[config.mk]
export PLATFORM = sky130hd
export DESIGN_NAME = mem_arb
export DESIGN_NICKNAME = d
export VERILOG_FILES = /design/src/rtl/mem_arb_pkg.sv /design/src/rtl/rr_pick2.sv /design/src/rtl/mem_arb.sv
export SDC_FILE = /design/constraint.sdc
export NUM_CORES = 1
export LEC_CHECK = 0
export BUFFER_PORTS_ARGS = -buffer_cell sky130_fd_sc_hd__buf_2
export CAP_MARGIN = 20
export CORE_AREA = 2 2 106 108
export CTS_CLUSTER_SIZE = 20
export DETAILED_ROUTE_END_ITERATION = 6
export DIE_AREA = 0 0 108 110
export PLACE_DENSITY_LB_ADDON = 0.25
export SYNTH_ARGS = -nofsm -noshare
export SYNTH_HDL_FRONTEND = slang
export SYNTH_SLANG_ARGS = --single-unit
[constraint.sdc]
create_clock -name clk -period 2.1 [get_ports clk]
set_input_delay 0.105 -clock clk [delete_from_list [all_inputs] [get_ports clk]]
set_output_delay 0.105 -clock clk [all_outputs]
set_load 0.1 [all_outputs]
[src/rtl/mem_arb_pkg.sv]
// Shared types for the fetch / load-store memory arbiter.
package mem_arb_pkg;

  typedef enum logic [1:0] {
    IDLE = 2'd0,
    REQ  = 2'd1,
    WAIT = 2'd2
  } state_e;

  typedef enum logic {
    OWN_IF = 1'b0,
    OWN_LS = 1'b1
  } owner_e;

  localparam int STRB_W = 4;

endpackage

[src/rtl/rr_pick2.sv]
// Two-way round-robin picker: bit 0 is fetch, bit 1 is load/store.
module rr_pick2
  import mem_arb_pkg::*;
(
  input  logic [1:0] req,
  input  owner_e     last_owner,
  output logic [1:0] gnt
);

  // On a tie the requester that did not win last time goes first.
  always_comb begin
    if (req == 2'b11) gnt = (last_owner == OWN_IF) ? 2'b10 : 2'b01;
    else              gnt = req;
  end

endmodule

[src/rtl/mem_arb.sv]
// Arbitrates fetch and load/store onto one memory port, one transaction in flight.
module mem_arb
  import mem_arb_pkg::*;
#(
  parameter int XLEN = 32
) (
  input  logic              clk,
  input  logic              rst_b,
  input  logic              if_req,
  input  logic [XLEN-1:0]   if_addr,
  output logic              if_gnt,
  output logic              if_rvalid,
  output logic [XLEN-1:0]   if_rdata,
  input  logic              ls_req,
  input  logic              ls_wen,
  input  logic [XLEN-1:0]   ls_addr,
  input  logic [STRB_W-1:0] ls_wstrb,
  input  logic [XLEN-1:0]   ls_wdata,
  output logic              ls_gnt,
  output logic              ls_rvalid,
  output logic [XLEN-1:0]   ls_rdata,
  output logic              mem_req,
  output logic              mem_wen,
  output logic [XLEN-1:0]   mem_addr,
  output logic [STRB_W-1:0] mem_wstrb,
  output logic [XLEN-1:0]   mem_wdata,
  input  logic              mem_gnt,
  input  logic              mem_rvalid,
  input  logic [XLEN-1:0]   mem_rdata,
  output logic              err_spurious
);

  state_e            state_q, state_d;
  owner_e            owner_q, owner_d;
  owner_e            last_owner_q, last_owner_d;
  logic [XLEN-1:0]   addr_q, addr_d;
  logic              wen_q, wen_d;
  logic [STRB_W-1:0] wstrb_q, wstrb_d;
  logic [XLEN-1:0]   wdata_q, wdata_d;
  logic              err_q, err_d;

  logic [1:0] pick_gnt;
  logic       rvalid_in;
  logic       rsp_fwd;

  // Requests and responses are squashed while reset is held so nothing is accepted.
  rr_pick2 u_pick (
    .req        ({ls_req, if_req} & {2{~rst_b}}),
    .last_owner (last_owner_q),
    .gnt        (pick_gnt)
  );

  assign rvalid_in = mem_rvalid & ~rst_b;

  always_comb begin
    // NOTE: every _d takes its held value first so no path leaves it unassigned (no latch).
    state_d      = state_q;
    owner_d      = owner_q;
    last_owner_d = last_owner_q;
    addr_d       = addr_q;
    wen_d        = wen_q;
    wstrb_d      = wstrb_q;
    wdata_d      = wdata_q;
    rsp_fwd      = 1'b0;

    unique case (state_q)
      IDLE: begin
        if (pick_gnt != 2'b00) begin
          state_d      = REQ;
          owner_d      = pick_gnt[1] ? OWN_LS : OWN_IF;
          last_owner_d = owner_d;
          if (pick_gnt[1]) begin
            addr_d  = ls_addr;
            wen_d   = ls_wen;
            wstrb_d = ls_wstrb;
            wdata_d = ls_wdata;
          end else begin
            addr_d  = if_addr;
            wen_d   = 1'b0;
            wstrb_d = '0;
            wdata_d = '0;
          end
        end
      end
      REQ: begin
        if (mem_gnt) begin
          state_d = rvalid_in ? IDLE : WAIT;
          rsp_fwd = rvalid_in;
        end
      end
      WAIT: begin
        if (rvalid_in) begin
          state_d = IDLE;
          rsp_fwd = 1'b1;
        end
      end
      default: state_d = IDLE;
    endcase

    // Clearing on completion keeps the memory bus at zero whenever idle.
    if (rsp_fwd) begin
      addr_d  = '0;
      wen_d   = 1'b0;
      wstrb_d = '0;
      wdata_d = '0;
    end

    err_d = err_q | (rvalid_in & ~rsp_fwd);
  end

  // NOTE: sequential state uses non-blocking assignments only.
  always_ff @(posedge clk) begin
    if (rst_b) begin
      state_q      <= IDLE;
      owner_q      <= OWN_IF;
      last_owner_q <= OWN_LS;
      addr_q       <= '0;
      wen_q        <= 1'b0;
      wstrb_q      <= '0;
      wdata_q      <= '0;
      err_q        <= 1'b0;
    end else begin
      state_q      <= state_d;
      owner_q      <= owner_d;
      last_owner_q <= last_owner_d;
      addr_q       <= addr_d;
      wen_q        <= wen_d;
      wstrb_q      <= wstrb_d;
      wdata_q      <= wdata_d;
      err_q        <= err_d;
    end
  end

  assign if_gnt       = (state_q == IDLE) & pick_gnt[0];
  assign ls_gnt       = (state_q == IDLE) & pick_gnt[1];
  assign mem_req      = (state_q == REQ);
  assign mem_wen      = wen_q;
  assign mem_addr     = addr_q;
  assign mem_wstrb    = wstrb_q;
  assign mem_wdata    = wdata_q;
  assign err_spurious = err_q;

  assign if_rvalid = rsp_fwd & (owner_q == OWN_IF);
  assign ls_rvalid = rsp_fwd & (owner_q == OWN_LS);
  assign if_rdata  = (state_q != IDLE && owner_q == OWN_IF) ? mem_rdata : '0;
  assign ls_rdata  = (state_q != IDLE && owner_q == OWN_LS) ? mem_rdata : '0;

endmodule

==> impl_results.md <==
* Effective utilization at floorplan at 0.323
* Core region area at 10700 um2
* Data required time at the worst endpoint at 2000 ps
* Unrepaired setup endpoints after global routing: no
* Layout cell share with drive strength beyond 1 at 0.467
* Root Buffer: sky130_fd_sc_hd__clkbuf_8
* CTS sink count at 74
* Post-route cell area at between 6000 and 7000 um2
* Floorplan die width at between 100 and 150 um
* Post-route fraction of the period consumed by the critical path at 0.952
* Total wirelength of the detailed-routed design at ~13000 um
* Via density at 4.83
* Fraction of power consumed by sequential logic at 0.254
* Cell area power density at 1020 nW/um2
* Die area at 11900 um2
* Final-report hold violation count at 0
* Source of the worst hold timing path: ls_wdata[0]
* Flops & latches, synth at 74
* Fill cell total of the finished layout at between 900 and 1000
* Kind of critical path: reg -> out
* Total congestion overflow after global routing at 0
* Worst-case headroom to the max-slew limit at 0.663
* Cell depth of the worst min-delay path at 3
* Final setup fails at 0
* CP Max Fanout at 5
* Cells after synthesis at 416
* Number of nets in the layout at between 800 and 900
* Weighted congestion reported at the end of routability-driven placement at 0.777
* DIE HEIGHT at 110 um
* Sort of element at the start of the critical path: flip-flop
* Total GRT Usage at 0.205
* Wire length of the first global-routing pass at 19100 um
* Number of placed instances with taps included at about 800
* Number of maximum-capacitance violations at 0
* Clk pin slew, worst setup/hold paths at 80 ps
* Sum of net half-perimeters after detailed placement at 9850 um
* Initial antenna violation count at 2
* Cell leakage power at just under 3 nW
* CTS tree: done
* Quantity of I/O buffers inserted on ports at roughly 280
* Number of distinct standard cells referenced by the synthesized netlist at 34
* End-of-flow core utilization at 0.591
* Number of buffers on the longest clock path at 2
* RR Startpoint: state_q[0]$_SDFFE_PP0P_
* Reg2Reg Depth at 7
* Cell type of the slowest stage on the worst timing path: sky130_fd_sc_hd__buf_2
* Clock latency at the later pin of the worst-skew pair at 340 ps
* DRC violations left at 0
* Endpoint of the worst-slack reg-to-reg timing path: mem_addr[28]$_SDFFE_PP0P_
* Post-CTS Setup Inserts at 0
* Worst hold slack at 20.7 ps
* Max-slew violation count at 0
* Ordered cell list for the critical path: inv_1, ha_2, nor2b_4, nand2_1, a21oi_2, buf_2
* Tot Pwr at 6.46 mW
* Number of top-level pins at 278
* Kind of end point of the critical path: primary output
* Number of warning messages in the yosys log at 0
* Post-placement setup slack at roughly 310 ps
* Initial DRC count at 176
* Post-layout worst setup margin at 101 ps
* Net Switching at 3.25 mW
* Part of the total power dissipated in combinational logic at 0.566
* Layout Area Growth over Synthesis at 83.1%
* Worst R2R Setup Slack at 260 ps
* Antenna Nets Post-Route at 0
* Drt wl/cell at 15.5 um
* Netlist area before placement at 3450 um2
* Max Clock Freq at 0.500 GHz
* H-tree depth at 3
* Internal power summed over all cells at 3.21 mW
* Number of global-route vias before repair at roughly 3900
* Worst supply voltage drop on vdd at 0.528 mV
* Slowest Stage Delay on Critical Path at ~450 ps
* Final standard cell count with taps included and fillers excluded at 836
* Nets in the synthesized netlist at 558
* Status: completed
* Floorplan row count at 38
* Detailed-route via count at ~4000
* Sw frac at 0.503
* Terminating pin of the worst hold path: mem_wdata[0]$_SDFFE_PP0P_
* Mean instance size in the synthesized netlist at between 8 and 9 um2
* Worst-Margin Slew at between 500 and 600 ps
* Cts bufs inserted at 9
* Final total negative setup slack at 0 ps
* Share of synthesized area occupied by flip-flops and latches at 0.429
* Dpl cell area at 5930 um2
* Pin count of the biggest net entering global routing at 65
* Detailed Routing Iterations Pass 1 at 4
* Post-route minimum period at roughly 2000 ps
* Post-route clock skew at approximately 16 ps
* Data arrival time at the worst-slack endpoint at 1890 ps
* Worst Hold Class: in -> reg
* Part of the power in the clock network at 0.180
Yosys cell counts:
| cell | count | area share |
|---|---|---|
| sky130_fd_sc_hd__a31oi_1 | 32 | 0.058 |
| sky130_fd_sc_hd__buf_6 | 10 | 0.033 |
| sky130_fd_sc_hd__nand2b_1 | 2 | 0.0036 |
| sky130_fd_sc_hd__and3_1 | 1 | 0.0018 |
| sky130_fd_sc_hd__a22oi_1 | 27 | 0.059 |
| sky130_fd_sc_hd__a21oi_1 | 3 | 0.0043 |
| sky130_fd_sc_hd__o31ai_1 | 1 | 0.0022 |
| sky130_fd_sc_hd__clkbuf_1 | 9 | 0.0098 |
| sky130_fd_sc_hd__nand3_1 | 2 | 0.0029 |
| sky130_fd_sc_hd__buf_4 | 1 | 0.0022 |
| sky130_fd_sc_hd__and3b_1 | 1 | 0.0025 |
| sky130_fd_sc_hd__o21ai_0 | 4 | 0.0058 |
| sky130_fd_sc_hd__a21o_1 | 1 | 0.0022 |
| sky130_fd_sc_hd__nand2_1 | 67 | 0.073 |
| sky130_fd_sc_hd__nor3b_1 | 1 | 0.0022 |
| sky130_fd_sc_hd__o21ai_1 | 29 | 0.042 |
| sky130_fd_sc_hd__a221oi_2 | 1 | 0.0043 |
| sky130_fd_sc_hd__and2_1 | 64 | 0.12 |
| sky130_fd_sc_hd__a211oi_1 | 1 | 0.0022 |
| sky130_fd_sc_hd__o21a_1 | 1 | 0.0022 |
| sky130_fd_sc_hd__nor3_1 | 1 | 0.0014 |
| sky130_fd_sc_hd__a22oi_2 | 10 | 0.036 |
| sky130_fd_sc_hd__nor3_2 | 1 | 0.0029 |
| sky130_fd_sc_hd__a31oi_2 | 1 | 0.0036 |
| sky130_fd_sc_hd__inv_1 | 3 | 0.0033 |
| sky130_fd_sc_hd__nor2b_4 | 1 | 0.0040 |
| sky130_fd_sc_hd__nor2_1 | 42 | 0.046 |
| sky130_fd_sc_hd__buf_2 | 17 | 0.025 |
| sky130_fd_sc_hd__nor2b_1 | 2 | 0.0036 |
| sky130_fd_sc_hd__ha_1 | 3 | 0.011 |
| sky130_fd_sc_hd__dfxtp_1 | 74 | 0.43 |
| sky130_fd_sc_hd__nand3b_1 | 1 | 0.0022 |
| sky130_fd_sc_hd__a211o_1 | 1 | 0.0025 |
| sky130_fd_sc_hd__o21bai_1 | 1 | 0.0022 |
sequential cells by signal (all words and copies together) (netlist names):
register and cells:
mem_wstrb 4, mem_wdata 32, owner_q 1, err_spurious 1, mem_addr 32, state_q 2, mem_wen 1, last_owner_q 1
power by group through the flow:
stage	sequential (mW)	combinational (mW)	clock (mW)
2_1_floorplan	2.63	1.66	0
3_3_place_gp	1.66	3.58	0
3_5_place_dp	1.67	3.61	0
4_1_cts	1.64	3.63	1.21
5_1_grt	1.66	3.79	1.27
6_report	1.64	3.66	1.17
worst max-delay path, delay by kind of cell, from the launching register on:
kind,cells,cell delay (ps)
adder cells (fa/ha/maj),1,260
flip-flops,1,310
AND/OR/NAND/NOR,2,300
AO/OA/AOI/OAI,1,120
buffers and inverters,2,570
cell families after synthesis:
group,share of synthesized area
AOI/OAI and AO/OA,0.226
buffers and inverters,0.0724
and+or+nand+nor,0.261
DFF,0.429
adders and majority gates,0.0109
cell type report:
| type | count | area (um2) | area share |
|---|---|---|---|
| diodes | 2 | 5.00 | 0.000791 |
| well taps | 140 | 175 | 0.0277 |
| repair buffers | 299 | 2660 | 0.420 |
| inverters | 3 | 11.3 | 0.00178 |
| multi-input cells | 302 | 1790 | 0.282 |
| clock inverters | 5 | 78.8 | 0.0125 |
| flip-flops and latches | 74 | 1480 | 0.234 |
| clock buffers | 11 | 131 | 0.0208 |
what timing repair did:
action,in CTS,in global routing
hold buffers,12,0
gates cloned,0,1
resized for setup,1,3
hold endpoints to repair,10,0
setup endpoints to repair,1,2
routing by layer:
metal | vias to the layer above | global-route usage | wire (um)
met4 | 0 | 0.107 | 429
met5 | - | 0 | 0
met3 | 29 | 0.0535 | 1040
li1 | 1969 | - | -
met2 | 190 | 0.394 | 7020
met1 | 1847 | 0.200 | 4500
worst max-delay path by stage:
stage | depth (start not counted) | start | end
after floorplan | 5 | state_q[1]$_SDFFE_PP0P_ | ls_rvalid
after global placement | 7 | state_q[1]$_SDFFE_PP0P_ | mem_wdata[14]$_SDFFE_PP0P_
after detailed placement | 7 | state_q[1]$_SDFFE_PP0P_ | mem_wstrb[3]$_SDFFE_PP0P_
after CTS | 6 | state_q[1]$_SDFFE_PP0P_ | ls_gnt
after global routing | 6 | state_q[0]$_SDFFE_PP0P_ | if_rdata[27]
final | 6 | state_q[1]$_SDFFE_PP0P_ | if_gnt
layout by cell type, fill, tap and decap left out, types with 3 or more instances in the layout:
cell | netlist | final
sky130_fd_sc_hd__clkbuf_8 | 0 | 9
sky130_fd_sc_hd__dfxtp_1 | 74 | 74
sky130_fd_sc_hd__and2_1 | 64 | 64
sky130_fd_sc_hd__o21ai_0 | 4 | 4
sky130_fd_sc_hd__buf_4 | 1 | 5
sky130_fd_sc_hd__inv_1 | 3 | 3
sky130_fd_sc_hd__a31oi_1 | 32 | 32
sky130_fd_sc_hd__a22oi_2 | 10 | 10
sky130_fd_sc_hd__dlygate4sd3_1 | 0 | 12
sky130_fd_sc_hd__nand2_1 | 67 | 67
sky130_fd_sc_hd__a22oi_1 | 27 | 27
sky130_fd_sc_hd__buf_2 | 17 | 210
sky130_fd_sc_hd__nor2_1 | 42 | 42
sky130_fd_sc_hd__o21ai_1 | 29 | 28
sky130_fd_sc_hd__buf_12 | 0 | 71
Power figures use the tool's default switching activity.
